$ cat src/rtl/aes_core_stream_bridge_pkg.sv
// Shared definitions for the AES core stream bridge.
//   - default share count and stream word width
//   - helpers deriving word counts and counter widths from (d, W)
//   - state encodings of the input deserializer and output serializer FSMs
package aes_core_stream_bridge_pkg;

  localparam int NSHARES = 2;
  localparam int WORD_W  = 32;

  // Words per input transaction: key sharing followed by plaintext sharing.
  function automatic int calc_nw_in(input int d, input int w);
    return (256 * d) / w;
  endfunction

  // Words per output transaction: one ciphertext sharing.
  function automatic int calc_nw_out(input int d, input int w);
    return (128 * d) / w;
  endfunction

  function automatic int calc_in_cnt_w(input int d, input int w);
    return $clog2(calc_nw_in(d, w));
  endfunction

  function automatic int calc_out_cnt_w(input int d, input int w);
    return $clog2(calc_nw_out(d, w));
  endfunction

  typedef enum logic [1:0] {
    I_RST  = 2'd0,
    I_LOAD = 2'd1,
    I_FULL = 2'd2
  } in_state_t;

  typedef enum logic {
    O_EMPTY = 1'b0,
    O_DRAIN = 1'b1
  } out_state_t;

endpackage

$ cat src/rtl/aes_core_stream_bridge_out_serializer.sv
// Output half of the bridge: captures one ciphertext sharing from the core
// and plays it out as a stream of W-bit words, lowest word first.
// Ports:
//   clk, rst            clock, asynchronous active-low reset
//   core_cipher_valid   core offers a ciphertext sharing
//   core_out_ready      serializer can capture (high only while empty)
//   core_sh_ciphertext  ciphertext sharing from the core
//   out_data/out_valid/out_last/out_ready  outgoing word stream
//   dbg_state           current O_* state
// Handshake: a word or sharing moves on a rising edge where valid and ready
// are both high; a source holding valid keeps its data stable until then.
module aes_core_stream_bridge_out_serializer
  import aes_core_stream_bridge_pkg::*;
#(
  parameter int d = NSHARES,
  parameter int W = WORD_W
) (
  input  logic             clk,
  input  logic             rst,
  input  logic             core_cipher_valid,
  output logic             core_out_ready,
  input  logic [128*d-1:0] core_sh_ciphertext,
  output logic [W-1:0]     out_data,
  output logic             out_valid,
  output logic             out_last,
  input  logic             out_ready,
  output logic             dbg_state
);

  localparam int NW_OUT = calc_nw_out(d, W);
  localparam int CW     = calc_out_cnt_w(d, W);
  localparam logic [CW-1:0] CNT_LAST = CW'(NW_OUT - 1);

  out_state_t       state;
  logic [128*d-1:0] buf_q;
  logic [CW-1:0]    out_cnt;

  always_ff @(posedge clk or negedge rst) begin
    if (!rst) begin
      state          <= O_EMPTY;
      buf_q          <= '0;
      out_cnt        <= '0;
      out_valid      <= 1'b0;
      core_out_ready <= 1'b0;
    end else begin
      case (state)
        O_EMPTY: begin
          if (core_cipher_valid && core_out_ready) begin
            buf_q          <= core_sh_ciphertext;
            out_cnt        <= '0;
            out_valid      <= 1'b1;
            core_out_ready <= 1'b0;
            state          <= O_DRAIN;
          end else begin
            // First cycle out of reset raises ready; afterwards it just holds.
            core_out_ready <= 1'b1;
          end
        end
        O_DRAIN: begin
          if (out_ready) begin
            if (out_cnt == CNT_LAST) begin
              // Scrub the sharing as soon as the last word has left.
              buf_q          <= '0;
              out_cnt        <= '0;
              out_valid      <= 1'b0;
              core_out_ready <= 1'b1;
              state          <= O_EMPTY;
            end else begin
              out_cnt <= out_cnt + CW'(1);
            end
          end
        end
        default: state <= O_EMPTY;
      endcase
    end
  end

  // Buffer is zero outside O_DRAIN, but gate anyway so idle data is always 0.
  assign out_data  = out_valid ? buf_q[W*int'(out_cnt) +: W] : '0;
  assign out_last  = out_valid & (out_cnt == CNT_LAST);
  assign dbg_state = state;

endmodule

$ cat src/rtl/aes_core_stream_bridge.sv
// Host-side bridge for the masked AES core.
// Input side collects key sharing then plaintext sharing from a W-bit word
// stream and presents the complete sharing to the core; the output side
// (out_serializer) streams the ciphertext sharing back. The two sides are
// independent, so a new block can load while the previous result drains.
// Ports:
//   clk, rst                       clock, asynchronous active-low reset
//   in_data/in_valid/in_last/in_ready    incoming word stream
//   out_data/out_valid/out_last/out_ready outgoing word stream
//   err_framing                    sticky, in_last on the wrong word
//   core_valid_in/core_in_ready    sharing hand-off to the core
//   core_sh_key/core_sh_plaintext  full sharings, zero unless complete
//   core_cipher_valid/core_out_ready/core_sh_ciphertext  result hand-off
//   dbg_in_state/dbg_out_state     FSM state observation
// Handshake: a word or sharing moves on a rising edge where valid and ready
// are both high; a source holding valid keeps its data stable until then.
module aes_core_stream_bridge
  import aes_core_stream_bridge_pkg::*;
#(
  parameter int d = NSHARES,
  parameter int W = WORD_W
) (
  input  logic             clk,
  input  logic             rst,
  input  logic [W-1:0]     in_data,
  input  logic             in_valid,
  input  logic             in_last,
  output logic             in_ready,
  output logic [W-1:0]     out_data,
  output logic             out_valid,
  output logic             out_last,
  input  logic             out_ready,
  output logic             err_framing,
  output logic             core_valid_in,
  input  logic             core_in_ready,
  output logic [128*d-1:0] core_sh_key,
  output logic [128*d-1:0] core_sh_plaintext,
  input  logic             core_cipher_valid,
  output logic             core_out_ready,
  input  logic [128*d-1:0] core_sh_ciphertext,
  output logic [1:0]       dbg_in_state,
  output logic             dbg_out_state
);

  localparam int NW_IN = calc_nw_in(d, W);
  localparam int CW    = calc_in_cnt_w(d, W);
  localparam int SH_W  = 128 * d;
  localparam logic [CW-1:0] CNT_LAST = CW'(NW_IN - 1);

  in_state_t        state;
  // {plaintext sharing, key sharing}: word k lands at bit W*k, which puts
  // the first 128*d/W words in the key and the rest in the plaintext.
  logic [2*SH_W-1:0] in_buf;
  logic [CW-1:0]     in_cnt;

  always_ff @(posedge clk or negedge rst) begin
    if (!rst) begin
      state         <= I_RST;
      in_buf        <= '0;
      in_cnt        <= '0;
      in_ready      <= 1'b0;
      core_valid_in <= 1'b0;
      err_framing   <= 1'b0;
    end else begin
      case (state)
        I_RST: begin
          in_ready <= 1'b1;
          state    <= I_LOAD;
        end
        I_LOAD: begin
          if (in_valid && in_ready) begin
            if (in_last != (in_cnt == CNT_LAST)) begin
              // Misframed block: consume the word, drop everything so far.
              err_framing <= 1'b1;
              in_buf      <= '0;
              in_cnt      <= '0;
            end else if (in_last) begin
              in_buf[W*int'(in_cnt) +: W] <= in_data;
              in_ready      <= 1'b0;
              core_valid_in <= 1'b1;
              state         <= I_FULL;
            end else begin
              in_buf[W*int'(in_cnt) +: W] <= in_data;
              in_cnt <= in_cnt + CW'(1);
            end
          end
        end
        I_FULL: begin
          if (core_in_ready) begin
            in_buf        <= '0;
            in_cnt        <= '0;
            in_ready      <= 1'b1;
            core_valid_in <= 1'b0;
            state         <= I_LOAD;
          end
        end
        default: state <= I_RST;
      endcase
    end
  end

  // Only a complete sharing is ever visible to the core.
  assign core_sh_key       = (state == I_FULL) ? in_buf[SH_W-1:0]      : '0;
  assign core_sh_plaintext = (state == I_FULL) ? in_buf[2*SH_W-1:SH_W] : '0;
  assign dbg_in_state      = state;

  aes_core_stream_bridge_out_serializer #(
    .d(d),
    .W(W)
  ) u_ser (
    .clk                (clk),
    .rst                (rst),
    .core_cipher_valid  (core_cipher_valid),
    .core_out_ready     (core_out_ready),
    .core_sh_ciphertext (core_sh_ciphertext),
    .out_data           (out_data),
    .out_valid          (out_valid),
    .out_last           (out_last),
    .out_ready          (out_ready),
    .dbg_state          (dbg_out_state)
  );

endmodule

$ cat config.mk
export PLATFORM = sky130hd
export DESIGN_NAME = aes_core_stream_bridge
export DESIGN_NICKNAME = d
export VERILOG_FILES = /design/src/rtl/aes_core_stream_bridge_pkg.sv /design/src/rtl/aes_core_stream_bridge_out_serializer.sv /design/src/rtl/aes_core_stream_bridge.sv
export SDC_FILE = /design/constraint.sdc
export NUM_CORES = 2
export LEC_CHECK = 0
export CAP_MARGIN = 25
export CORE_ASPECT_RATIO = 0.6
export CORE_UTILIZATION = 34
export CTS_CLUSTER_SIZE = 24
export DETAILED_ROUTE_END_ITERATION = 6
export PLACE_DENSITY = 0.57
export RECOVER_POWER = 25
export SYNTH_ARGS = -nofsm -noshare
export SYNTH_HDL_FRONTEND = slang
export SYNTH_SLANG_ARGS = --single-unit
$ cat constraint.sdc
create_clock -name clk -period 6.65 [get_ports clk]
set_input_delay 0.9975 -clock clk [delete_from_list [all_inputs] [get_ports clk]]
set_output_delay 0.9975 -clock clk [all_outputs]
set_load 0.02 [all_outputs]
==> impl_metrics.prom <==
# TYPE chip_impl_metric gauge
chip_impl_info{name="run_status",value="finished, violations left"} 1
chip_impl_info{name="violations",value="design-rule violations, max-capacitance violations, max-slew violations"} 1
chip_impl_info{name="family_with_the_most_delay_on_the_worst_path",value="buffers and inverters"} 1
chip_impl_metric{name="die_area",unit="sq um"} 101200
chip_impl_info{name="dominant_combinational_cell_family_by_area_after_synthesis",value="compound AO/OA/AOI/OAI gates"} 1
chip_impl_metric{name="power.density_cell_area",unit="nW/um^2"} 324.5
chip_impl_metric{name="final_critical_path_setup_slack",unit="ns"} 2.078
chip_impl_metric{name="cts.reportedPaths.clkPinSlew",unit="ns"} 0.06
chip_impl_metric{name="synth-seq-cells",unit=""} 783
chip_impl_metric{name="layout.nets",unit=""} 3729
chip_impl_metric{name="dp.final_hpwl",unit="um"} 95250
chip_impl_metric{name="floorplan.initialDensity",unit="%"} 34.42
chip_impl_metric{name="detail-route-antenna-nets",unit=""} 0
chip_impl_metric{name="grt.met2_usage",unit="%"} 39.20
chip_impl_info{name="setup.worst_path.class",value="primary input to async pin"} 1
chip_impl_metric{name="fp.coreArea",unit="sq um"} 98660
chip_impl_metric{name="final_cell_count_no_fill",unit=""} 4808
chip_impl_metric{name="synth_compound_gate_area_share",unit="%"} 20.78
chip_impl_info{name="hold_path.class",value="primary input to async pin"} 1
chip_impl_metric{name="synth_enable_flop_cells",unit=""} 0
chip_impl_metric{name="ctsHtreeMaxLevel",unit=""} 3
chip_impl_metric{name="post-cts-setup-buffers",unit=""} 0
chip_impl_metric{name="drv_cap",unit=""} 4
chip_impl_metric{name="tritoncts.num_buffers",unit=""} 80
chip_impl_info{name="rsz0062_at_grt",value="false"} 1
chip_impl_metric{name="ctsLongestPathBuffers",unit=""} 3
chip_impl_metric{name="vias_per_cell",unit=""} 5.438
chip_impl_info{name="layout.cells.most_common_list",value="sky130_fd_sc_hd__clkdlybuf4s50_1, sky130_fd_sc_hd__dfrtp_1, sky130_fd_sc_hd__a22o_1"} 1
chip_impl_metric{name="total_leakage_power",unit="uW"} 0.02088
chip_impl_metric{name="synthXorXnorAreaFrac",unit="%"} 0.05158
chip_impl_metric{name="grt_use_met3",unit="%"} 5.261
chip_impl_metric{name="routabilityCongestion",unit=""} 0.8304
chip_impl_metric{name="grt_antenna_before_repair",unit=""} 7
chip_impl_metric{name="muxShareOfSynthArea",unit="%"} 5.187
chip_impl_metric{name="setup_violations",unit=""} 0
chip_impl_metric{name="worst_slew_pin_slew",unit="ns"} 3.779
chip_impl_info{name="postSynth.topFlopCell",value="sky130_fd_sc_hd__dfrtp_1"} 1
chip_impl_metric{name="detail_route.first_pass.iterations",unit=""} 7
chip_impl_info{name="slowest_cell_on_crit_path",value="sky130_fd_sc_hd__clkbuf_2"} 1
chip_impl_metric{name="drt_drc_violations_left",unit=""} 18
chip_impl_metric{name="total_power",unit="uW"} 15180
chip_impl_metric{name="yosysSeqAreaShare",unit="%"} 57.69
chip_impl_metric{name="relSlewSlack",unit="%"} -151.9
chip_impl_metric{name="cts.hold.buffers_added",unit=""} 0
chip_impl_metric{name="yosys_warning_count",unit=""} 0
chip_impl_metric{name="irDropWorstVdd",unit="mV"} 0.1970
chip_impl_metric{name="multi_input_area",unit="sq um"} 13230
chip_impl_metric{name="layout-drive-gt1-share",unit="%"} 9.948
chip_impl_metric{name="period_needed",unit="ns"} 4.572
chip_impl_metric{name="fmaxAchievable",unit="GHz"} 0.2187
chip_impl_metric{name="post_cts_resized",unit=""} 0
chip_impl_info{name="worstSetupStartpointType",value="primary input"} 1
chip_impl_metric{name="fin_crit_sh",unit="%"} 68.75
chip_impl_metric{name="num_vias",unit=""} 26145
chip_impl_metric{name="yosys.cell_types.count",unit=""} 51
chip_impl_metric{name="synth.avg_cell_area",unit="sq um"} 12.59
chip_impl_metric{name="die_height",unit="um"} 246.8
chip_impl_metric{name="initialDrtViolationCount",unit=""} 2648
chip_impl_metric{name="cts.sink_count",unit=""} 783
chip_impl_info{name="final_common_cell",value="sky130_fd_sc_hd__clkdlybuf4s50_1"} 1
chip_impl_metric{name="floorplan.die.width",unit="um"} 410.0
chip_impl_metric{name="critPathArrivalTime",unit="ns"} 4.48
chip_impl_metric{name="grtUsageTotal",unit="%"} 26.31
chip_impl_metric{name="fin_setup_tns",unit="ns"} 0
chip_impl_metric{name="synthesis.nets",unit=""} 2999
chip_impl_metric{name="globalRoute.totalOverflow",unit=""} 0
chip_impl_metric{name="crit_buf_inv",unit=""} 2
chip_impl_metric{name="totalWireLength",unit="um"} 136900
chip_impl_metric{name="global_route_track_usage_on_met1",unit="%"} 37.97
chip_impl_metric{name="yosys.area.top_type_share",unit="%"} 57.69
chip_impl_info{name="synth_top_cells_by_area",value="sky130_fd_sc_hd__dfrtp_1, sky130_fd_sc_hd__a22o_1, sky130_fd_sc_hd__and2_1, sky130_fd_sc_hd__mux4_2, sky130_fd_sc_hd__clkbuf_1"} 1
chip_impl_metric{name="post-place-ws",unit="ns"} 2.636
chip_impl_metric{name="netlist_instances",unit=""} 2698
chip_impl_metric{name="final-seq-area",unit="sq um"} 19600
chip_impl_info{name="ctsRootBufferMaster",value="sky130_fd_sc_hd__clkbuf_16"} 1
chip_impl_metric{name="worst-path-max-fanout",unit=""} 144
chip_impl_metric{name="std_cell_rows",unit=""} 89
chip_impl_metric{name="timing.critical_path.slowest_cell_delay",unit="ns"} 2.70
chip_impl_info{name="clock_tree_from_tritoncts",value="done"} 1
chip_impl_metric{name="synth-async-reset-ratio",unit="%"} 100.0
chip_impl_metric{name="timing.final.max_slew_violations",unit=""} 283
chip_impl_metric{name="design.portCount",unit=""} 848
chip_impl_metric{name="via_count_of_the_first_global_routing_pass",unit=""} 24923
chip_impl_metric{name="syn2layout_area_growth",unit="%"} 37.77
chip_impl_metric{name="final.fill_count",unit=""} 9092
chip_impl_metric{name="yosys.area_share.simple",unit="%"} 11.93
chip_impl_metric{name="routedWlPerCell",unit="um"} 28.47
chip_impl_metric{name="numPortBuffers",unit=""} 847
chip_impl_metric{name="grt_pass1_wl",unit="um"} 193000
chip_impl_metric{name="post-place-cells",unit=""} 4660
chip_impl_info{name="worstPathCellList",value="buf_8, clkbuf_2"} 1
chip_impl_info{name="worst_setup_path_end_kind",value="async pin"} 1
chip_impl_metric{name="worst-endpoint-required",unit="ns"} 6.55
chip_impl_metric{name="whs",unit="ns"} 0.3798
chip_impl_info{name="globalRoute.busiestLayer",value="met2"} 1
chip_impl_metric{name="final_hold_viol_count",unit=""} 0
chip_impl_metric{name="post_synth_fa_ha_maj_area_fraction",unit="%"} 0.2211
chip_impl_info{name="synthDominantAreaCellType",value="sky130_fd_sc_hd__dfrtp_1"} 1
chip_impl_metric{name="finClkSkew",unit="ns"} 0.02106
chip_impl_metric{name="grt_start_max_net_pins",unit=""} 193
chip_impl_metric{name="netlist_area",unit="sq um"} 33960
chip_impl_metric{name="worst_skew_pair.late_latency",unit="ns"} 0.67
flip-flops by register name, indices dropped and copies added, names as in the netlist:
| signal | cells |
|---|---|
| in_buf | 512 |
| u_ser.buf_q | 256 |
| in_cnt | 4 |
| u_ser.out_cnt | 3 |
| dbg_in_state | 2 |
| core_valid_in | 1 |
| err_framing | 1 |
| in_ready | 1 |
| u_ser.core_out_ready | 1 |
| u_ser.dbg_state | 1 |
| u_ser.out_valid | 1 |
metal layers:
metal | part of all wire (%) | vias up
met5 | 0.040 | -
met4 | 3.7 | 8
met3 | 5.8 | 204
met2 | 45 | 990
met1 | 45 | 13604
li1 | - | 11339
cell type report:
cell class | count | area share (%)
clock inverters | 22 | 0.5509
flip-flops and latches | 783 | 41.89
clock buffers | 120 | 5.185
multi-input cells | 1567 | 28.28
well taps | 1319 | 3.527
repair buffers | 957 | 20.24
inverters | 39 | 0.3129
diodes | 1 | 0.005348
synthesized netlist by cell type (2+ instances only):
cell type and n:
sky130_fd_sc_hd__a21o_1 3, sky130_fd_sc_hd__a21oi_1 14, sky130_fd_sc_hd__a221oi_2 2, sky130_fd_sc_hd__a22o_1 714, sky130_fd_sc_hd__a31oi_1 3, sky130_fd_sc_hd__a32o_1 25, sky130_fd_sc_hd__and2_1 513, sky130_fd_sc_hd__and3_1 2
sky130_fd_sc_hd__buf_1 67, sky130_fd_sc_hd__buf_2 59, sky130_fd_sc_hd__buf_6 3, sky130_fd_sc_hd__clkbuf_1 179, sky130_fd_sc_hd__dfrtp_1 783, sky130_fd_sc_hd__ha_1 6, sky130_fd_sc_hd__inv_1 39, sky130_fd_sc_hd__mux2i_1 32
sky130_fd_sc_hd__mux4_2 64, sky130_fd_sc_hd__nand2_1 10, sky130_fd_sc_hd__nand2b_1 4, sky130_fd_sc_hd__nand3_1 6, sky130_fd_sc_hd__nand4_1 3, sky130_fd_sc_hd__nand4b_1 2, sky130_fd_sc_hd__nor2_1 17, sky130_fd_sc_hd__nor2b_1 67
sky130_fd_sc_hd__nor3_1 10, sky130_fd_sc_hd__nor3_2 2, sky130_fd_sc_hd__nor3b_1 3, sky130_fd_sc_hd__o21ai_0 8, sky130_fd_sc_hd__o2bb2ai_1 32, sky130_fd_sc_hd__o31ai_1 4, sky130_fd_sc_hd__or3_1 2
through the flow:
stage / utilization [%] / area, sq um
after floorplan: - / 33960
after global placement: 44.53 / 43940
after detailed placement: 44.62 / 44030
after CTS: 47.34 / 46710
after global routing: 47.42 / 46790
final: 47.42 / 46790
logic make-up after synthesis:
logic type,count (synthesis)
DFF,783
xor gates and xnor gates,2
AOI/OAI and AO/OA,813
and+or+nand+nor,650
adders and majority gates,6
buffers and inverters,348
muxes,96
power by group:
group | switching (uW) | internal (uW)
logic | 2210 | 1990
clock network | 2030 | 2660
registers | 724 | 5570
path summary, 6_finish.rpt:
check / startpoint / depth (start not counted) / slack, ns / end
worst max-delay path: rst / 2 / 2.08 / u_ser.buf_q[76]
max in group clk: dbg_in_state[1] / 4 / 2.10 / core_sh_plaintext[72]
worst max register to register: u_ser.out_cnt[0] / 7 / 3.11 / u_ser.buf_q[93]
worst min-delay path: rst / 1 / 0.38 / in_buf[475]
worst min register to register: in_buf[495] / 1 / 0.48 / in_buf[495]
min in group clk: in_buf[495] / 1 / 0.48 / in_buf[495]
No activity file was read; power rests on OpenSTA's default activity.
